**config.mk**
```make
export PLATFORM = sky130hd
export DESIGN_NAME = div_sequencer
export DESIGN_NICKNAME = d
export VERILOG_FILES = /design/src/rtl/div_pkg.sv /design/src/rtl/div_step.sv /design/src/rtl/div_sequencer.sv
export SDC_FILE = /design/constraint.sdc
export NUM_CORES = 1
export LEC_CHECK = 0
export ABC_AREA = 1
export BUFFER_PORTS_ARGS = -buffer_cell sky130_fd_sc_hd__clkbuf_2
export CELL_PAD_IN_SITES_DETAIL_PLACEMENT = 0
export CELL_PAD_IN_SITES_GLOBAL_PLACEMENT = 1
export CORE_UTILIZATION = 46
export DETAILED_ROUTE_END_ITERATION = 10
export HOLD_SLACK_MARGIN = 0.06
export MAX_ROUTING_LAYER = met4
export PLACE_DENSITY = 0.9
export SLEW_MARGIN = 10
export SYNTH_ARGS = -nofsm -noshare
export SYNTH_HDL_FRONTEND = slang
export SYNTH_SLANG_ARGS = --single-unit
```
**constraint.sdc**
```tcl
create_clock -name clk -period 5.3 [get_ports clk]
set_clock_uncertainty 0.1 [all_clocks]
set_input_delay 0 -clock clk [delete_from_list [all_inputs] [get_ports clk]]
set_output_delay 0 -clock clk [all_outputs]
set_load 0.1 [all_outputs]
```
**src/rtl/div_pkg.sv**
```systemverilog
// Shared constants and types for the iterative RV32M divider.
package div_pkg;

  localparam int XLEN = 32;

  localparam logic [2:0] F3_DIV  = 3'b100;
  localparam logic [2:0] F3_DIVU = 3'b101;
  localparam logic [2:0] F3_REM  = 3'b110;
  localparam logic [2:0] F3_REMU = 3'b111;

  localparam logic [XLEN-1:0] OVF_DIVIDEND = 32'h8000_0000;

  typedef enum logic [1:0] {
    IDLE,
    CALC,
    DONE
  } state_e;

endpackage

```
**src/rtl/div_step.sv**
```systemverilog
// One restoring-division step: shift in the next dividend bit, subtract the
// divisor when it fits, and report the resulting quotient bit.
module div_step #(
  parameter int XLEN = 32
) (
  input  logic [XLEN-1:0] rem_i,
  input  logic [XLEN-1:0] divisor_i,
  input  logic            dividend_bit_i,
  output logic [XLEN-1:0] rem_o,
  output logic            quot_bit_o
);

  logic [XLEN:0]   shifted;
  logic [XLEN-1:0] diff;

  // The remainder stays below the divisor, so the true difference always fits XLEN bits.
  always_comb begin
    shifted    = {rem_i, dividend_bit_i};
    diff       = shifted[XLEN-1:0] - divisor_i;
    quot_bit_o = (shifted >= {1'b0, divisor_i});
    rem_o      = quot_bit_o ? diff : shifted[XLEN-1:0];
  end

endmodule

```
**src/rtl/div_sequencer.sv**
```systemverilog
// Multi-cycle RV32M divider: one restoring step per cycle on operand magnitudes,
// with divide-by-zero and signed overflow answered without iterating.
module div_sequencer
  import div_pkg::*;
#(
  parameter int XLEN  = div_pkg::XLEN,
  parameter int STEPS = div_pkg::XLEN
) (
  input  logic            clk,
  input  logic            rst,
  input  logic            start,
  input  logic [2:0]      funct3,
  input  logic [XLEN-1:0] rs1,
  input  logic [XLEN-1:0] rs2,
  input  logic [4:0]      rd_in,
  input  logic            flush,
  output logic            busy,
  output logic            stall,
  output logic            valid_out,
  output logic [XLEN-1:0] result,
  output logic [4:0]      rd_out
);

  localparam logic [5:0] LastStep = 6'(STEPS - 1);

  state_e          state_q;
  logic [5:0]      cnt_q;
  logic [XLEN-1:0] dividend_q, divisor_q, rem_q, quot_q, result_q;
  logic [4:0]      rd_q, rdOut_q;
  logic            remSel_q, negQuot_q, negRem_q, valid_q;

  logic            isSigned, accept, divZero, overflow;
  logic [XLEN-1:0] absA_d, absB_d, special_d, quotRaw_d, final_d;
  logic [XLEN-1:0] stepRem;
  logic            stepBit;

  div_step #(.XLEN(XLEN)) u_step (
    .rem_i          (rem_q),
    .divisor_i      (divisor_q),
    .dividend_bit_i (dividend_q[XLEN-1]),
    .rem_o          (stepRem),
    .quot_bit_o     (stepBit)
  );

  always_comb begin
    isSigned  = ~funct3[0];
    accept    = (state_q == IDLE) && start && funct3[2] && !flush && !rst;
    divZero   = (rs2 == '0);
    overflow  = isSigned && (rs1 == OVF_DIVIDEND) && (rs2 == '1);
    absA_d    = (isSigned && rs1[XLEN-1]) ? -rs1 : rs1;
    absB_d    = (isSigned && rs2[XLEN-1]) ? -rs2 : rs2;
    if (funct3[1]) special_d = divZero ? rs1 : '0;
    else           special_d = divZero ? '1  : OVF_DIVIDEND;
    // Final quotient/remainder include the step completing on this edge.
    quotRaw_d = {quot_q[XLEN-2:0], stepBit};
    if (remSel_q) final_d = negRem_q  ? -stepRem   : stepRem;
    else          final_d = negQuot_q ? -quotRaw_d : quotRaw_d;
  end

  assign busy      = (state_q != IDLE);
  assign stall     = accept || (state_q == CALC);
  assign valid_out = valid_q;
  assign result    = result_q;
  assign rd_out    = rdOut_q;

  always_ff @(posedge clk) begin
    if (rst) begin
      state_q    <= IDLE;
      cnt_q      <= '0;
      dividend_q <= '0;
      divisor_q  <= '0;
      rem_q      <= '0;
      quot_q     <= '0;
      result_q   <= '0;
      rd_q       <= '0;
      rdOut_q    <= '0;
      remSel_q   <= 1'b0;
      negQuot_q  <= 1'b0;
      negRem_q   <= 1'b0;
      valid_q    <= 1'b0;
    end else if (flush) begin
      state_q <= IDLE;
      valid_q <= 1'b0;
    end else begin
      case (state_q)
        IDLE: begin
          valid_q <= 1'b0;
          if (accept) begin
            remSel_q   <= funct3[1];
            negQuot_q  <= isSigned && (rs1[XLEN-1] ^ rs2[XLEN-1]);
            negRem_q   <= isSigned && rs1[XLEN-1];
            rd_q       <= rd_in;
            dividend_q <= absA_d;
            divisor_q  <= absB_d;
            rem_q      <= '0;
            quot_q     <= '0;
            cnt_q      <= '0;
            if (divZero || overflow) begin
              state_q  <= DONE;
              result_q <= special_d;
              rdOut_q  <= rd_in;
              valid_q  <= 1'b1;
            end else begin
              state_q <= CALC;
            end
          end
        end
        CALC: begin
          rem_q      <= stepRem;
          quot_q     <= quotRaw_d;
          dividend_q <= {dividend_q[XLEN-2:0], 1'b0};
          if (cnt_q == LastStep) begin
            cnt_q    <= '0;
            state_q  <= DONE;
            result_q <= final_d;
            rdOut_q  <= rd_q;
            valid_q  <= 1'b1;
          end else begin
            cnt_q <= cnt_q + 6'd1;
          end
        end
        DONE: begin
          valid_q <= 1'b0;
          state_q <= IDLE;
        end
        default: begin
          valid_q <= 1'b0;
          state_q <= IDLE;
        end
      endcase
    end
  end

endmodule

```
==> impl_metrics.sql, run 1 <==
INSERT INTO impl_metrics (metric_group, metric, value, unit) VALUES
('run_status', 'run_status', 'finished, final reports clean', ''),
('cells_and_area', 'final_net_count', '2589', ''),
('sta', 'rsz0062_at_grt', 'no', ''),
('grt', 'grt_util_met2', '0.503', ''),
('clock_tree', 'cts_tree', 'yes', ''),
('cells_and_area', 'drive_gt1_frac', '0.114', ''),
('cells_and_area', 'final_area', '16200', 'sq um'),
('synthesis', 'synth_fa_ha_area_frac', '0.0354', ''),
('power', 'p_int', '2.50', 'mW'),
('cells_and_area', 'final_cell_mix', 'sky130_fd_sc_hd__nand2_1 (699), sky130_fd_sc_hd__inv_1 (260), sky130_fd_sc_hd__a21oi_1 (219)', ''),
('clock_tree', 'h-tree-depth', '4', ''),
('worst_setup_path', 'critical_path_stages', '26', ''),
('worst_setup_path', 'worstPathRequired', '5.53', 'ns'),
('cells_and_area', 'diodes', '0', ''),
('floorplanning', 'initial_core_util', '0.470', ''),
('worst_setup_path', 'criticalPathCategory', 'flip-flop to flip-flop', ''),
('worst_setup_path', 'startpoint_of_the_most_critical_setup_path', 'rem_q[14]', ''),
('worst_setup_path', 'path_delay_family', 'simple AND/OR/NAND/NOR gates', ''),
('worst_setup_path', 'setup.worst_path.end', 'result[26]', ''),
('worst_setup_path', 'crit_path_max_fanout', '24', ''),
('worst_setup_path', 'worst_path_largest_cell_delay', '0.44', 'ns'),
('synthesis', 'netlist.area_leader.share', '0.259', ''),
('power', 'total_leakage_power', '7.39', 'nW'),
('synthesis', 'synth_mux_area_frac', '0', ''),
('synthesis', 'synth-seq-cells', '181', ''),
('grt', 'global_route_hottest_layer', 'met2', ''),
('sta', 'relSlewSlack', '0.261', ''),
('power', 'total_switching_power', '1.70', 'mW'),
('grt', 'grt_util_met1', '0.441', ''),
('synthesis', 'synth_sequential_area_ratio', '0.259', ''),
('worst_setup_path', 'critPathArrivalTime', '4.79', 'ns'),
('sta', 'setup_viol_count_final', '0', ''),
('power', 'p_comb_frac', '0.355', ''),
('grt', 'overflow', '0', ''),
('sta', 'final.hold.worst_slack', '0.0789', 'ns'),
('detailed_routing', 'final_antenna_net_count', '0', ''),
('synthesis', 'asyncSetResetFlopFracSynth', '0', ''),
('synthesis', 'post_synth_and_or_nand_nor_area_fraction', '0.382', ''),
('cells_and_area', 'layout_overhead_on_the_synthesized_area', '15.8', '%'),
('placed_design', 'post-place-cells', '2759', ''),
('floorplanning', 'die-height', '177', 'um'),
('clock_tree', 'cts.reportedPaths.clkPinSlew', '0.08', 'ns'),
('synthesis', 'yosys_warnings', '0', ''),
('clock_tree', 'max-clock-path-buffers', '2', ''),
('placed_design', 'detailedPlacementHpwl', '36200', 'um'),
('sta', 'post-route-period-util', '0.860', ''),
('worst_hold_path', 'holdCritPathClass', 'input pin to flip-flop', ''),
('floorplanning', 'core.rowCount', '63', ''),
('grt', 'grtUsageMet3', '0.0629', ''),
('power', 'power_switching_share', '0.406', ''),
('clock_tree', 'cts_inserted_buffers', '17', ''),
('worst_setup_path', 'timing.reg2reg.worst_path_depth', '26', ''),
('detailed_routing', 'drt-initial-drc-count', '1392', ''),
('synthesis', 'post_synth_inst_count', '2341', ''),
('synthesis', 'combinational_family_with_the_most_area_after_synthesis', 'simple AND/OR/NAND/NOR gates', ''),
('synthesis', 'yosys-top-cells-area', 'sky130_fd_sc_hd__dfxtp_1 (26%), sky130_fd_sc_hd__nand2_1 (19%), sky130_fd_sc_hd__a21oi_1 (7.8%)', ''),
('power', 'total_power', '4.20', 'mW'),
('power', 'ir_worst_vdd', '263', 'uV'),
('clock_tree', 'clock_insertion_delay_worst_skew', '0.46', 'ns'),
('clock_tree', 'post_cts.resized_instances', '0', ''),
('synthesis', 'mappedNetlistNets', '2456', ''),
('grt', 'grt_max_degree', '75', ''),
('synthesis', 'synth_flop_cell', 'sky130_fd_sc_hd__dfxtp_1', ''),
('worst_setup_path', 'critical_path.slowest_cell', 'sky130_fd_sc_hd__dfxtp_1', ''),
('sta', 'slew_worst_pin', '1.11', 'ns'),
('floorplanning', 'io_pins', '116', ''),
('floorplanning', 'die_area', '31200', 'sq um'),
('sta', 'finalCriticalPeriod', '4.56', 'ns'),
('sta', 'maxClockFrequency', '219', 'MHz'),
('worst_setup_path', 'worst_r2r_endpoint', 'result[26]', ''),
('grt', 'grt.total_usage', '0.329', '');
[per-layer routing]
layer / wire, um / vias up / part of all wire
li1: - / 7885 / -
met1: 22600 / 7219 / 0.46
met2: 21900 / 545 / 0.45
met3: 3600 / 60 / 0.074
met4: 928 / 0 / 0.019
met5: 0 / - / 0
[cell families after synthesis]
family | Yosys count
buffers and inverters | 381
flip-flops | 181
adder cells (fa/ha/maj) | 39
AO/OA/AOI/OAI | 467
XOR/XNOR | 51
AND/OR/NAND/NOR | 1222
[flip-flops by register name, indices dropped and copies added, names as in the netlist]
signal / count
negQuot_q: 1
rd_q: 5
result: 32
valid_out: 1
divisor_q: 32
cnt_q: 6
dividend_q: 32
rem_q: 32
quot_q: 31
state_q: 2
rd_out: 5
negRem_q: 1
remSel_q: 1
[power by group through the flow]
stage | Clock (mW) | Combinational [mW] | Sequential, mW
global placement | 0 | 1.40 | 1.42
CTS | 1.34 | 1.46 | 1.38
global route | 1.39 | 1.65 | 1.39
detailed placement | 0 | 1.41 | 1.42
floorplan | 0 | 1.05 | 1.42
finish | 1.32 | 1.49 | 1.38
[synth_stat cells (2+ instances only)]
master	count
sky130_fd_sc_hd__o21ai_0	137
sky130_fd_sc_hd__inv_2	11
sky130_fd_sc_hd__nor3_1	41
sky130_fd_sc_hd__nor3b_1	2
sky130_fd_sc_hd__nand3_1	126
sky130_fd_sc_hd__buf_6	4
sky130_fd_sc_hd__clkbuf_1	82
sky130_fd_sc_hd__nor2_4	7
sky130_fd_sc_hd__nor3_2	5
sky130_fd_sc_hd__o31ai_1	8
sky130_fd_sc_hd__nand3_2	15
sky130_fd_sc_hd__buf_2	6
sky130_fd_sc_hd__clkinv_1	4
sky130_fd_sc_hd__a21oi_1	219
sky130_fd_sc_hd__o21bai_1	2
sky130_fd_sc_hd__a21oi_2	7
sky130_fd_sc_hd__nor4_1	6
sky130_fd_sc_hd__o221ai_1	24
sky130_fd_sc_hd__o22ai_1	2
sky130_fd_sc_hd__o21ai_2	4
sky130_fd_sc_hd__nand2_2	38
sky130_fd_sc_hd__a31oi_1	16
sky130_fd_sc_hd__or2_2	6
sky130_fd_sc_hd__nand2_1	700
sky130_fd_sc_hd__nand3b_1	13
sky130_fd_sc_hd__o21ai_1	16
sky130_fd_sc_hd__a21o_1	2
sky130_fd_sc_hd__xor2_1	38
sky130_fd_sc_hd__nor2_2	14
sky130_fd_sc_hd__o211ai_1	21
sky130_fd_sc_hd__dfxtp_1	181
sky130_fd_sc_hd__inv_1	261
sky130_fd_sc_hd__a221oi_1	4
sky130_fd_sc_hd__ha_1	38
sky130_fd_sc_hd__nor2_1	208
sky130_fd_sc_hd__xnor2_1	13
sky130_fd_sc_hd__buf_4	2
sky130_fd_sc_hd__buf_1	9
sky130_fd_sc_hd__nand2_4	3
sky130_fd_sc_hd__nand4_1	33
[layout make-up]
cell class	instances	area, sq um
clock buffers	17	425
multi-input cells	1779	8920
clock inverters	15	159
well taps	390	488
repair buffers	218	1570
flip-flops and latches	181	3620
inverters	277	1040
fillers	3089	13600
[worst min-delay path by stage]
| stage | start | slack [ns] | cells past startpoint | to |
|---|---|---|---|---|
| final | start | 0.08 | 5 | rd_q[1] |
| after global routing | rs2[31] | 0.15 | 6 | result[13] |
| after CTS | start | 0.06 | 5 | rd_q[1] |
| after detailed placement | rd_in[3] | 0.15 | 3 | rd_q[3] |
| after global placement | rd_in[2] | 0.15 | 3 | rd_q[2] |
| after floorplan | rd_in[0] | 0.04 | 2 | rd_q[0] |
[metrics by stage]
stage                util  worst slack [ns]
finish              0.545             0.743
global route        0.545             0.304
CTS                 0.545             0.810
detailed placement  0.496             0.832
global placement    0.496             0.887
floorplan               -              1.73
[tightest hold or removal path, delay by kind of cell]
kind	cells	cell delay, ns
AO/OA/AOI/OAI	1	0.05
buffers and inverters	2	0.35
AND/OR/NAND/NOR	2	0.18
[repair_timing]
item / 4_1_cts / 5_1_grt
setup buffers: 0 / 0
hold buffers: 86 / 0
endpoints found under the hold margin: 106 / 0
(Power assumes the default switching activity.)
==> run 2, diff against run 1 <==
==> constraint.sdc (replaced) <==
create_clock -name clk -period 5.3 [get_ports clk]
set_clock_uncertainty 0.1 [all_clocks]
set_input_delay 0.265 -clock clk [delete_from_list [all_inputs] [get_ports clk]]
set_output_delay 0.265 -clock clk [all_outputs]
set_load 0.1 [all_outputs]
==> impl_metrics.sql, run 2 (synthesis gave the netlist of run 1 again) <==
INSERT INTO impl_metrics (metric_group, metric, value, unit) VALUES
('cells_and_area', 'layout_overhead_on_the_synthesized_area', '10.6', '%'),
('power', 'clock_power_share', '0.318', ''),
('power', 'p_comb_frac', '0.348', ''),
('detailed_routing', 'num_vias', '15400', ''),
('detailed_routing', 'drt_wl_total', '48500', 'um'),
('cells_and_area', 'diodes', '0', ''),
('sta', 'timing_max_transition_violations_final', '0', ''),
('power', 'powerDensity', '267', 'nW/um^2'),
('grt', 'grt_antenna_before_repair', '0', ''),
('sta', 'setup_viol_count_final', '0', ''),
('detailed_routing', 'detail_route.drc_violations', '0', ''),
('clock_tree', 'cts_tree', 'yes', ''),
('sta', 'report.final.hold_viol_count', '0', ''),
('run_status', 'run_status', 'finished, final reports clean', ''),
('floorplanning', 'core_area', '29800', 'sq um'),
('detailed_routing', 'detail_route.wl_per_cell', '17.3', 'um'),
('grt', 'grt_pass1_wl', '76500', 'um'),
('floorplanning', 'core.rowCount', '63', ''),
('cells_and_area', 'seq_area', '3620', 'sq um'),
('sta', 'slew_worst_pin', '1.09', 'ns'),
('cells_and_area', 'final_cell_mix', 'sky130_fd_sc_hd__nand2_1 (699), sky130_fd_sc_hd__inv_1 (259), sky130_fd_sc_hd__a21oi_1 (219)', ''),
('clock_tree', 'cts_inserted_buffers', '17', ''),
('worst_setup_path', 'critPathArrivalTime', '4.83', 'ns'),
('clock_tree', 'max-clock-path-buffers', '2', ''),
('sta', 'finalCriticalPeriod', '4.63', 'ns'),
('flow_run', 'max_cap_violations', '0', ''),
('clock_tree', 'cts.reportedPaths.clkPinSlew', '0.08', 'ns'),
('clock_tree', 'clock_insertion_delay_worst_skew', '0.46', 'ns'),
('power', 'total_switching_power', '1.67', 'mW'),
('worst_setup_path', 'criticalPathCategory', 'flip-flop to flip-flop', ''),
('placed_design', 'gpl_congestion', '0.980', ''),
('clock_tree', 'post_cts.resized_instances', '0', ''),
('worst_setup_path', 'critical_path.startpoint_type', 'flip-flop', ''),
('cells_and_area', 'drive_gt1_frac', '0.117', ''),
('cells_and_area', 'mostFrequentLayoutCell', 'sky130_fd_sc_hd__nand2_1', ''),
('detailed_routing', 'drt-initial-drc-count', '1305', ''),
('sta', 'maxClockFrequency', '216', 'MHz'),
('clock_tree', 'cts_setup_buffers', '0', ''),
('grt', 'grt.total_usage', '0.325', ''),
('cells_and_area', 'final_net_count', '2516', ''),
('sta', 'rsz0062_at_grt', 'no', ''),
('sta', 'relSlewSlack', '0.273', ''),
('floorplanning', 'die-height', '177', 'um'),
('cells_and_area', 'final_area', '15500', 'sq um'),
('detailed_routing', 'avgViaCountPerCell', '5.50', ''),
('grt', 'grt_pass1_vias', '14400', ''),
('cells_and_area', 'layout.filler_cells', '3215', ''),
('cells_and_area', 'multi_input_area', '8920', 'sq um'),
('power', 'total_leakage_power', '7.08', 'nW'),
('clock_tree', 'h-tree-depth', '4', ''),
('grt', 'overflow', '0', ''),
('power', 'seq_power_share', '0.334', ''),
('worst_setup_path', 'crit_path_max_fanout', '24', ''),
('sta', 'final.hold.worst_slack', '0.0910', 'ns'),
('worst_hold_path', 'holdCritPathClass', 'input pin to flip-flop', ''),
('sta', 'post-route-period-util', '0.873', ''),
('power', 'power_switching_share', '0.404', ''),
('worst_setup_path', 'worst_setup_path_end_kind', 'flip-flop', ''),
('grt', 'grt_max_degree', '96', ''),
('floorplanning', 'die_area', '31200', 'sq um'),
('placed_design', 'detailedPlacementHpwl', '36600', 'um'),
('floorplanning', 'io_pins', '116', ''),
('power', 'ir_worst_vdd', '293', 'uV'),
('clock_tree', 'clock_tree_sinks', '181', ''),
('floorplanning', 'initial_core_util', '0.470', ''),
('sta', 'fin_setup_tns', '0', 'ns'),
('detailed_routing', 'drtPass1Iterations', '5', ''),
('worst_setup_path', 'worstPathRequired', '5.50', 'ns'),
('power', 'p_int', '2.47', 'mW'),
('floorplanning', 'chipWidth', '177', 'um'),
('clock_tree', 'postCtsHoldBufs', '12', ''),
('detailed_routing', 'final_antenna_net_count', '0', ''),
('placed_design', 'post_dp_cell_area', '14800', 'sq um'),
('placed_design', 'placement.io_buffers', '115', ''),
('clock_tree', 'clk_root_buf', 'sky130_fd_sc_hd__clkbuf_16', '');
[run 2: path summary, 6_finish.rpt]
kind	start	endpoint	slack [ns]	depth (start not counted)
min	rs2[8]	divisor_q[8]	0.09	3
min reg2reg	dividend_q[10]	dividend_q[10]	0.37	2
max reg2reg	divisor_q[22]	result[26]	0.67	27
max	divisor_q[22]	result[26]	0.67	27
[run 2: power by group through the flow]
stage,combinational (mW),clock (mW),sequential (mW)
2_1_floorplan,1.05,0,1.42
3_3_place_gp,1.40,0,1.42
3_5_place_dp,1.41,0,1.42
4_1_cts,1.42,1.34,1.38
5_1_grt,1.61,1.38,1.39
6_report,1.44,1.32,1.38
[run 2: per-stage QoR]
| stage | setup slack, ns | power [mW] | utilization | instances |
|---|---|---|---|---|
| 6_report | 0.672 | 4.14 | 0.520 | 2804 |
| 3_3_place_gp | 0.845 | 2.81 | 0.496 | 2760 |
| 2_1_floorplan | 1.73 | 2.47 | - | 2341 |
| 5_1_grt | 0.106 | 4.38 | 0.520 | 2804 |
| 4_1_cts | 0.737 | 4.14 | 0.520 | 2804 |
| 3_5_place_dp | 0.764 | 2.83 | 0.496 | 2760 |
[run 2: per-layer routing]
layer	track usage	share of wire
met2	0.494	0.44
met5	-	0
met4	0.0819	0.020
met1	0.443	0.47
met3	0.0573	0.075
[run 2: area by class of cell]
| cell class | count | share of cell area |
|---|---|---|
| Timing Repair Buffer | 145 | 0.0538 |
| Clock inverter | 13 | 0.00921 |
| Tap cell | 390 | 0.0315 |
| Multi-Input combinational cell | 1779 | 0.576 |
| Clock buffer | 19 | 0.0286 |
| Sequential cell | 181 | 0.234 |
| Inverter | 277 | 0.0673 |
[run 2: critical path, stage by stage, from the launching register on]
cell and delay, ns:
sky130_fd_sc_hd__dfxtp_1 0.31, sky130_fd_sc_hd__inv_1 0.05, sky130_fd_sc_hd__ha_1 0.38, sky130_fd_sc_hd__nand2_1 0.11
sky130_fd_sc_hd__nand2_1 0.05, sky130_fd_sc_hd__inv_1 0.07, sky130_fd_sc_hd__nor2_1 0.05, sky130_fd_sc_hd__nor2_1 0.21
sky130_fd_sc_hd__a21oi_2 0.14, sky130_fd_sc_hd__nor2_8 0.43, sky130_fd_sc_hd__nand2_8 0.08, sky130_fd_sc_hd__inv_4 0.14
sky130_fd_sc_hd__ha_1 0.19, sky130_fd_sc_hd__inv_1 0.07, sky130_fd_sc_hd__nor3_2 0.16, sky130_fd_sc_hd__nand3_1 0.15
sky130_fd_sc_hd__nor3_1 0.37, sky130_fd_sc_hd__nand3_1 0.20, sky130_fd_sc_hd__o21ai_1 0.23, sky130_fd_sc_hd__o21ai_0 0.22
sky130_fd_sc_hd__inv_1 0.12, sky130_fd_sc_hd__o21ai_0 0.10, sky130_fd_sc_hd__o21ai_0 0.17, sky130_fd_sc_hd__a21oi_1 0.06
sky130_fd_sc_hd__nor2_1 0.10, sky130_fd_sc_hd__nand2_1 0.07, sky130_fd_sc_hd__nand2_1 0.07, sky130_fd_sc_hd__a21oi_2 0.05
